### src/rtl/axis_packet_generator.sv
// ============================================================================
// Module      : axis_packet_generator
// Description : 256-bit AXI-Stream packet source with a programmable length,
//               packet count, inter-packet gap and deterministic byte payload.
// Revision    : 1.0 - initial release
// ============================================================================
`default_nettype none

module axis_packet_generator #(
    parameter int LEN_WIDTH = 16,
    parameter int CNT_WIDTH = 8
) (
    input  logic                 clk,
    input  logic                 resent,
    input  logic                 start,
    input  logic                 stop,
    input  logic [LEN_WIDTH-1:0] pkt_len,
    input  logic [CNT_WIDTH-1:0] num_packets,
    input  logic [CNT_WIDTH-1:0] gap_cycles,
    output logic [255:0]         axisout_tdata,
    output logic [31:0]          axisout_tkeep,
    output logic                 axisout_tvalid,
    output logic                 axisout_tlast,
    input  logic                 axisout_tready,
    output logic                 busy,
    output logic                 done,
    output logic                 cfg_err,
    output logic [CNT_WIDTH-1:0] packets_sent
);

    localparam int c_BEAT_BYTES = 32;

    typedef enum logic [1:0] {
        S_IDLE = 2'd0,
        S_SEND = 2'd1,
        S_GAP  = 2'd2
    } state_t;

    state_t               state_q, state_d;
    logic [LEN_WIDTH-1:0] len_q, len_d;
    logic [CNT_WIDTH-1:0] num_q, num_d;
    logic [CNT_WIDTH-1:0] gap_q, gap_d;
    logic [CNT_WIDTH-1:0] cnt_q, cnt_d;
    logic [CNT_WIDTH-1:0] p_q, p_d;
    logic [7:0]           seed_q, seed_d;
    logic [7:0]           base_q, base_d;
    logic [LEN_WIDTH-1:0] b_q, b_d;
    logic                 stop_pend_q, stop_pend_d;
    logic [255:0]         tdata_q, tdata_d;
    logic [31:0]          tkeep_q, tkeep_d;
    logic                 tvalid_q, tvalid_d;
    logic                 tlast_q, tlast_d;
    logic                 busy_q, busy_d;
    logic                 done_q, done_d;
    logic                 cfg_err_q, cfg_err_d;
    logic [CNT_WIDTH-1:0] sent_q, sent_d;

    logic                 w_hs;
    logic                 w_end_run;
    logic                 w_load;
    logic [LEN_WIDTH-1:0] w_b_load;
    logic [7:0]           w_base_load;

    function automatic logic [255:0] beat_data(input logic [7:0] base);
        logic [255:0] d;
        d = '0;
        for (int k = 0; k < c_BEAT_BYTES; k++) begin
            d[8*k +: 8] = base + 8'(k);
        end
        return d;
    endfunction

    function automatic logic beat_is_last(input logic [LEN_WIDTH-1:0] b);
        logic [LEN_WIDTH+5:0] bx;
        bx = {6'd0, b};
        return bx <= (LEN_WIDTH+6)'(c_BEAT_BYTES);
    endfunction

    function automatic logic [31:0] beat_keep(input logic [LEN_WIDTH-1:0] b);
        logic [LEN_WIDTH+5:0] bx;
        bx = {6'd0, b};
        if (bx >= (LEN_WIDTH+6)'(c_BEAT_BYTES)) begin
            return '1;
        end
        return (32'd1 << bx[4:0]) - 32'd1;
    endfunction

    assign w_hs      = tvalid_q & axisout_tready;
    assign w_end_run = stop | ((num_q != '0) && ((p_q + CNT_WIDTH'(1)) == num_q));

    always_comb begin
        state_d     = state_q;
        len_d       = len_q;
        num_d       = num_q;
        gap_d       = gap_q;
        cnt_d       = cnt_q;
        p_d         = p_q;
        seed_d      = seed_q;
        base_d      = base_q;
        b_d         = b_q;
        stop_pend_d = stop_pend_q;
        tdata_d     = tdata_q;
        tkeep_d     = tkeep_q;
        tvalid_d    = tvalid_q;
        tlast_d     = tlast_q;
        busy_d      = busy_q;
        done_d      = 1'b0;
        cfg_err_d   = 1'b0;
        sent_d      = sent_q;
        w_load      = 1'b0;
        w_b_load    = b_q;
        w_base_load = base_q;

        case (state_q)
            S_IDLE: begin
                if (start) begin
                    if (pkt_len != '0) begin
                        len_d   = pkt_len;
                        num_d   = num_packets;
                        gap_d   = gap_cycles;
                        p_d     = '0;
                        seed_d  = '0;
                        base_d  = '0;
                        b_d     = pkt_len;
                        busy_d  = 1'b1;
                        state_d = S_SEND;
                    end else begin
                        cfg_err_d = 1'b1;
                    end
                end
            end

            S_SEND: begin
                // First SEND cycle of a run only stages the opening beat
                if (!tvalid_q) begin
                    w_load = 1'b1;
                end else if (w_hs) begin
                    if (!tlast_q) begin
                        w_load      = 1'b1;
                        w_b_load    = b_q - LEN_WIDTH'(c_BEAT_BYTES);
                        w_base_load = base_q + 8'(c_BEAT_BYTES);
                    end else begin
                        sent_d   = sent_q + CNT_WIDTH'(1);
                        p_d      = p_q + CNT_WIDTH'(1);
                        seed_d   = seed_q + 8'd1;
                        tvalid_d = 1'b0;
                        tlast_d  = 1'b0;
                        tkeep_d  = '0;
                        tdata_d  = '0;
                        if (w_end_run) begin
                            busy_d  = 1'b0;
                            done_d  = 1'b1;
                            state_d = S_IDLE;
                        end else if (gap_q == '0) begin
                            w_load      = 1'b1;
                            w_b_load    = len_q;
                            w_base_load = seed_q + 8'd1;
                        end else begin
                            cnt_d       = gap_q;
                            stop_pend_d = 1'b0;
                            state_d     = S_GAP;
                        end
                    end
                end
            end

            S_GAP: begin
                stop_pend_d = stop_pend_q | stop;
                if (cnt_q <= CNT_WIDTH'(1)) begin
                    stop_pend_d = 1'b0;
                    if (stop_pend_q | stop) begin
                        busy_d  = 1'b0;
                        done_d  = 1'b1;
                        state_d = S_IDLE;
                    end else begin
                        w_load      = 1'b1;
                        w_b_load    = len_q;
                        w_base_load = seed_q;
                        state_d     = S_SEND;
                    end
                end else begin
                    cnt_d = cnt_q - CNT_WIDTH'(1);
                end
            end

            default: begin
                state_d = S_IDLE;
            end
        endcase

        if (w_load) begin
            b_d      = w_b_load;
            base_d   = w_base_load;
            tvalid_d = 1'b1;
            tdata_d  = beat_data(w_base_load);
            tkeep_d  = beat_keep(w_b_load);
            tlast_d  = beat_is_last(w_b_load);
        end
    end

    always_ff @(posedge clk) begin
        if (resent) begin
            state_q     <= S_IDLE;
            len_q       <= '0;
            num_q       <= '0;
            gap_q       <= '0;
            cnt_q       <= '0;
            p_q         <= '0;
            seed_q      <= '0;
            base_q      <= '0;
            b_q         <= '0;
            stop_pend_q <= 1'b0;
            tdata_q     <= '0;
            tkeep_q     <= '0;
            tvalid_q    <= 1'b0;
            tlast_q     <= 1'b0;
            busy_q      <= 1'b0;
            done_q      <= 1'b0;
            cfg_err_q   <= 1'b0;
            sent_q      <= '0;
        end else begin
            state_q     <= state_d;
            len_q       <= len_d;
            num_q       <= num_d;
            gap_q       <= gap_d;
            cnt_q       <= cnt_d;
            p_q         <= p_d;
            seed_q      <= seed_d;
            base_q      <= base_d;
            b_q         <= b_d;
            stop_pend_q <= stop_pend_d;
            tdata_q     <= tdata_d;
            tkeep_q     <= tkeep_d;
            tvalid_q    <= tvalid_d;
            tlast_q     <= tlast_d;
            busy_q      <= busy_d;
            done_q      <= done_d;
            cfg_err_q   <= cfg_err_d;
            sent_q      <= sent_d;
        end
    end

    assign axisout_tdata  = tdata_q;
    assign axisout_tkeep  = tkeep_q;
    assign axisout_tvalid = tvalid_q;
    assign axisout_tlast  = tlast_q;
    assign busy           = busy_q;
    assign done           = done_q;
    assign cfg_err        = cfg_err_q;
    assign packets_sent   = sent_q;

endmodule

`default_nettype wire

### config.mk
export PLATFORM = sky130hd
export DESIGN_NAME = axis_packet_generator
export DESIGN_NICKNAME = d
export VERILOG_FILES = /design/src/rtl/axis_packet_generator.sv
export SDC_FILE = /design/constraint.sdc
export NUM_CORES = 1
export LEC_CHECK = 0
export BUFFER_PORTS_ARGS = -buffer_cell sky130_fd_sc_hd__buf_2
export CORE_UTILIZATION = 45
export DETAILED_ROUTE_END_ITERATION = 8
export PLACE_DENSITY = 0.76
export SYNTH_ARGS = -nofsm -noshare
export SYNTH_HDL_FRONTEND = slang
export SYNTH_SLANG_ARGS = --single-unit
### constraint.sdc
create_clock -name clk -period 4.9 [get_ports clk]
set_clock_uncertainty 0.2 [all_clocks]
set_input_delay 0.245 -clock clk [delete_from_list [all_inputs] [get_ports clk]]
set_output_delay 0.245 -clock clk [all_outputs]
set_load 0.01 [all_outputs]
==> key figures <==
Clock network
  – Clock Path Buffers: 3
  – Clock-pin slew on the worst setup and hold paths: ~60 ps
  – Root buf cell: clkbuf_16
  – Clock Latency Late Sink: slightly below 600 ps
  – TritonCTS clock tree: done
  – Number of H-tree levels: 1
  – Clock Sinks: about 290
  – CTS Buf Count: 31

GRT
  – Initial antenna violation count: 2
  – Vias in the first global route: between 10,000 and 15,000
  – Global-route wire length before repair: approximately 83,000 um
  – Largest net degree at the start of global routing: 95
  – Tot GR Track Use: 0.286
  – GRT Residual Overflow: 0

Route
  – Vias: 16,341
  – DRT iter0 DRCs: around 1,800
  – Residual DRC: 0
  – Drt first pass iters: 6
  – Wire per inst: slightly below 20 um
  – Drt via density: just under 6
  – Post-Route WL: about 54,000 um
  – Number of nets with antenna violations after routing: 0

Synthesis
  – Yosys warnings: 0
  – Ys flop type: dfxtp_1
  – Post-Syn Area per Cell: 7.86 um^2
  – Ys async rst share: 0
  – Synthesized instance count: around 2,000
  – Post-synth EDFFs: 0
  – Post-Syn Nets: around 2,100
  – FF+latch count, synth: ~290
  – Synthesized area: ~0.016 mm^2
  – Sequential share of the synthesized area: 0.361
  – Netlist cell types: between 90 and 100

STA
  – Period minus WS final: about 4700 ps
  – Setup violators final: 0
  – RSZ-0062 raised after global routing: false
  – Worst Tran Pin Value: 1290 ps
  – Final hold vios: 0
  – Post-route setup TNS: 0 ps
  – Period utilization: 0.954
  – Count of pins over their slew limit: 0
  – F_max: about 210 MHz
  – Rel. slew slack: 0.137
  – Final WS setup: between 200 and 250 ps

Critical path
  – CP Capture Type: flop
  – Worst path max stage delay: around 600 ps
  – Crit path DAT: around 5000 ps
  – Worst path slowest cell: o21bai_1
  – WS Path Type: flop to flop
  – Critical path cell sequence: ha_1, and3_1, and3_1, xnor2_1, o2111a_2, buf_4, a211oi_1, o22ai_1, o21bai_1, inv_1, buf_4, ha_1, buf_4, a211oi_2, mux2_2, nand3_1
  – Most used cell, CP: buf_4
  – Crit path max fanout: 10
  – Startpoint class of the critical path: flop
  – Critical path required time: around 5200 ps

Hold path
  – Hold WC Path Type: primary input to flop

Floorplan
  – Num rows: 68
  – Die X: between 150 and 200 um
  – Die Ht: between 150 and 200 um
  – I/O pins: between 300 and 400
  – Starting Density: 0.458
  – Die ar.: between 0.03 and 0.04 mm^2
  – Core Area: ~0.035 mm^2

Final layout
  – Area added between synthesis and finish: 19.8%
  – Share of cells above drive strength 1: 0.234
  – Final #Nets: ~2,300
  – ANT cells: 0
  – Final cell utilization of the core: 0.549

Place
  – Gpl congestion: a little under 1
  – Number of I/O port buffers: roughly 340
  – Pre-CTS setup slack: roughly 170 ps
  – DP HPWL: roughly 37,000 um

Status
  – Status: finished, final reports clean

Power and ir drop
  – LEAKAGE: around 8.0 nW
  – Power Dens Cells: roughly 470 mW/mm^2
  – Maximum vdd ir drop: approximately 0.00032 V

Job
  – Max_cap viols: 0
==> sequential cells by signal, summed over array words and instances, names as in the netlist <==
name,cells
axisout_tvalid,1
cnt_q,8
seed_q,8
base_q,8
axisout_tkeep,32
axisout_tlast,1
gap_q,8
cfg_err,1
p_q,8
axisout_tdata,158
done,1
len_q,16
num_q,8
b_q,16
packets_sent,8
busy,1
stop_pend_q,1
state_q,2
==> synth_stat cells (all sizes together), types with 7 or more instances <==
library cell / instances / share of area
nand3b: 8 / 0.0038
a21oi: 230 / 0.073
and3: 14 / 0.0058
mux2i: 23 / 0.015
nor2b: 7 / 0.0028
clkbuf: 104 / 0.025
or4: 8 / 0.0043
a22o: 24 / 0.013
nand2b: 13 / 0.0051
o211ai: 24 / 0.012
a221oi: 11 / 0.0061
nor3b: 8 / 0.0038
nand4: 9 / 0.0035
o22ai: 11 / 0.0043
a211oi: 59 / 0.029
nand3: 91 / 0.029
a31oi: 15 / 0.0063
nor2: 105 / 0.025
o21a: 9 / 0.0043
a22oi: 12 / 0.0057
xor2: 35 / 0.019
mux2: 9 / 0.0064
or3: 8 / 0.0038
nand2: 329 / 0.078
a311oi: 11 / 0.0061
dfxtp: 286 / 0.36
o21ai: 133 / 0.042
inv: 31 / 0.0073
a211o: 9 / 0.0051
nor4: 13 / 0.0065
a21o: 8 / 0.0038
and2: 14 / 0.0055
nor3: 32 / 0.011
xnor2: 63 / 0.035
a221o: 8 / 0.0050
buf: 146 / 0.062
ha: 29 / 0.023
==> repair_timing <==
item                       CTS  global route
resized for setup            0             3
buffers inserted             0             2
hold buffers                43             0
hold endpoints to repair    51             0
setup endpoints to repair    0            25
==> where the power goes <==
group	switching [W]	leakage, nW	internal (W)
Combinational	0.00228	5.17	0.00126
Sequential	0.000284	2.32	0.00261
Clock	0.00103	0.523	0.00147
==> area by class of cell <==
class / instances / area (um^2)
Clock buffer: 43 / 881
Clock inverter: 15 / 208
Fill cell: 3188 / 15600
Inverter: 32 / 120
Multi-Input combinational cell: 1450 / 8720
Sequential cell: 286 / 5730
Tap cell: 455 / 569
Timing Repair Buffer: 462 / 2790
==> worst max-delay path: cells and delay by family (launching register included) <==
| family | cells | cell delay (ps) |
|---|---|---|
| AO/OA/AOI/OAI | 5 | 1530 |
| AND/OR/NAND/NOR | 3 | 540 |
| flip-flops | 1 | 420 |
| XOR/XNOR | 1 | 110 |
| buffers and inverters | 4 | 890 |
| multiplexers | 1 | 370 |
| adder cells (fa/ha/maj) | 2 | 540 |
==> metrics by stage <==
stage	total power [W]	std cells	hold WS, ps	instance area, um^2
after floorplan	0.00524	2018	181	15900
after global placement	0.00631	2640	220	17500
after detailed placement	0.00636	2640	228	17500
after CTS	0.00889	2741	101	19000
after global routing	0.00936	2743	126	19000
final	0.00894	2743	91.5	19000
==> metal layers <==
| layer | GRT usage | vias up | part of all wire |
|---|---|---|---|
| met2 | 0.478 | 867 | 0.47 |
| met4 | 0.130 | 2 | 0.046 |
| met3 | 0.0445 | 157 | 0.081 |
| li1 | - | 7545 | - |
| met5 | 0 | - | 0.00024 |
| met1 | 0.363 | 7770 | 0.40 |
==> path summary, 6_finish.rpt <==
path | startpoint | endpoint | slack, ps | depth (start not counted)
setup / recovery | p_q[0] | axisout_tdata[175] | 230 | 16
hold / removal | resent | b_q[2] | 90 | 4
setup reg to reg | p_q[0] | axisout_tdata[175] | 230 | 16
hold reg to reg | axisout_tdata[23] | axisout_tdata[23] | 240 | 2
==> cells in the final DEF, fill, tap and decap left out, drive strengths merged, types with 12 or more instances in the layout <==
master / Yosys / layout
buf: 146 / 419
nand2: 329 / 329
dfxtp: 286 / 286
a21oi: 230 / 230
o21ai: 133 / 133
nor2: 105 / 105
nand3: 91 / 91
xnor2: 63 / 63
a211oi: 59 / 59
dlygate4sd3: 0 / 43
clkbuf: 104 / 43
xor2: 35 / 35
inv: 31 / 32
nor3: 32 / 32
ha: 29 / 29
a22o: 24 / 24
o211ai: 24 / 24
mux2i: 23 / 23
a31oi: 15 / 15
and3: 14 / 14
and2: 14 / 14
nand2b: 13 / 13
nor4: 13 / 13
a22oi: 12 / 12
==> logic make-up after synthesis <==
group | after synthesis | synth area share
and+or+nand+nor | 675 | 0.197
AOI/OAI and AO/OA | 616 | 0.250
DFF | 286 | 0.361
buffers and inverters | 282 | 0.0945
xor gates and xnor gates | 98 | 0.0541
muxes | 32 | 0.0209
adders and majority gates | 29 | 0.0229
(Power assumes the default switching activity.)
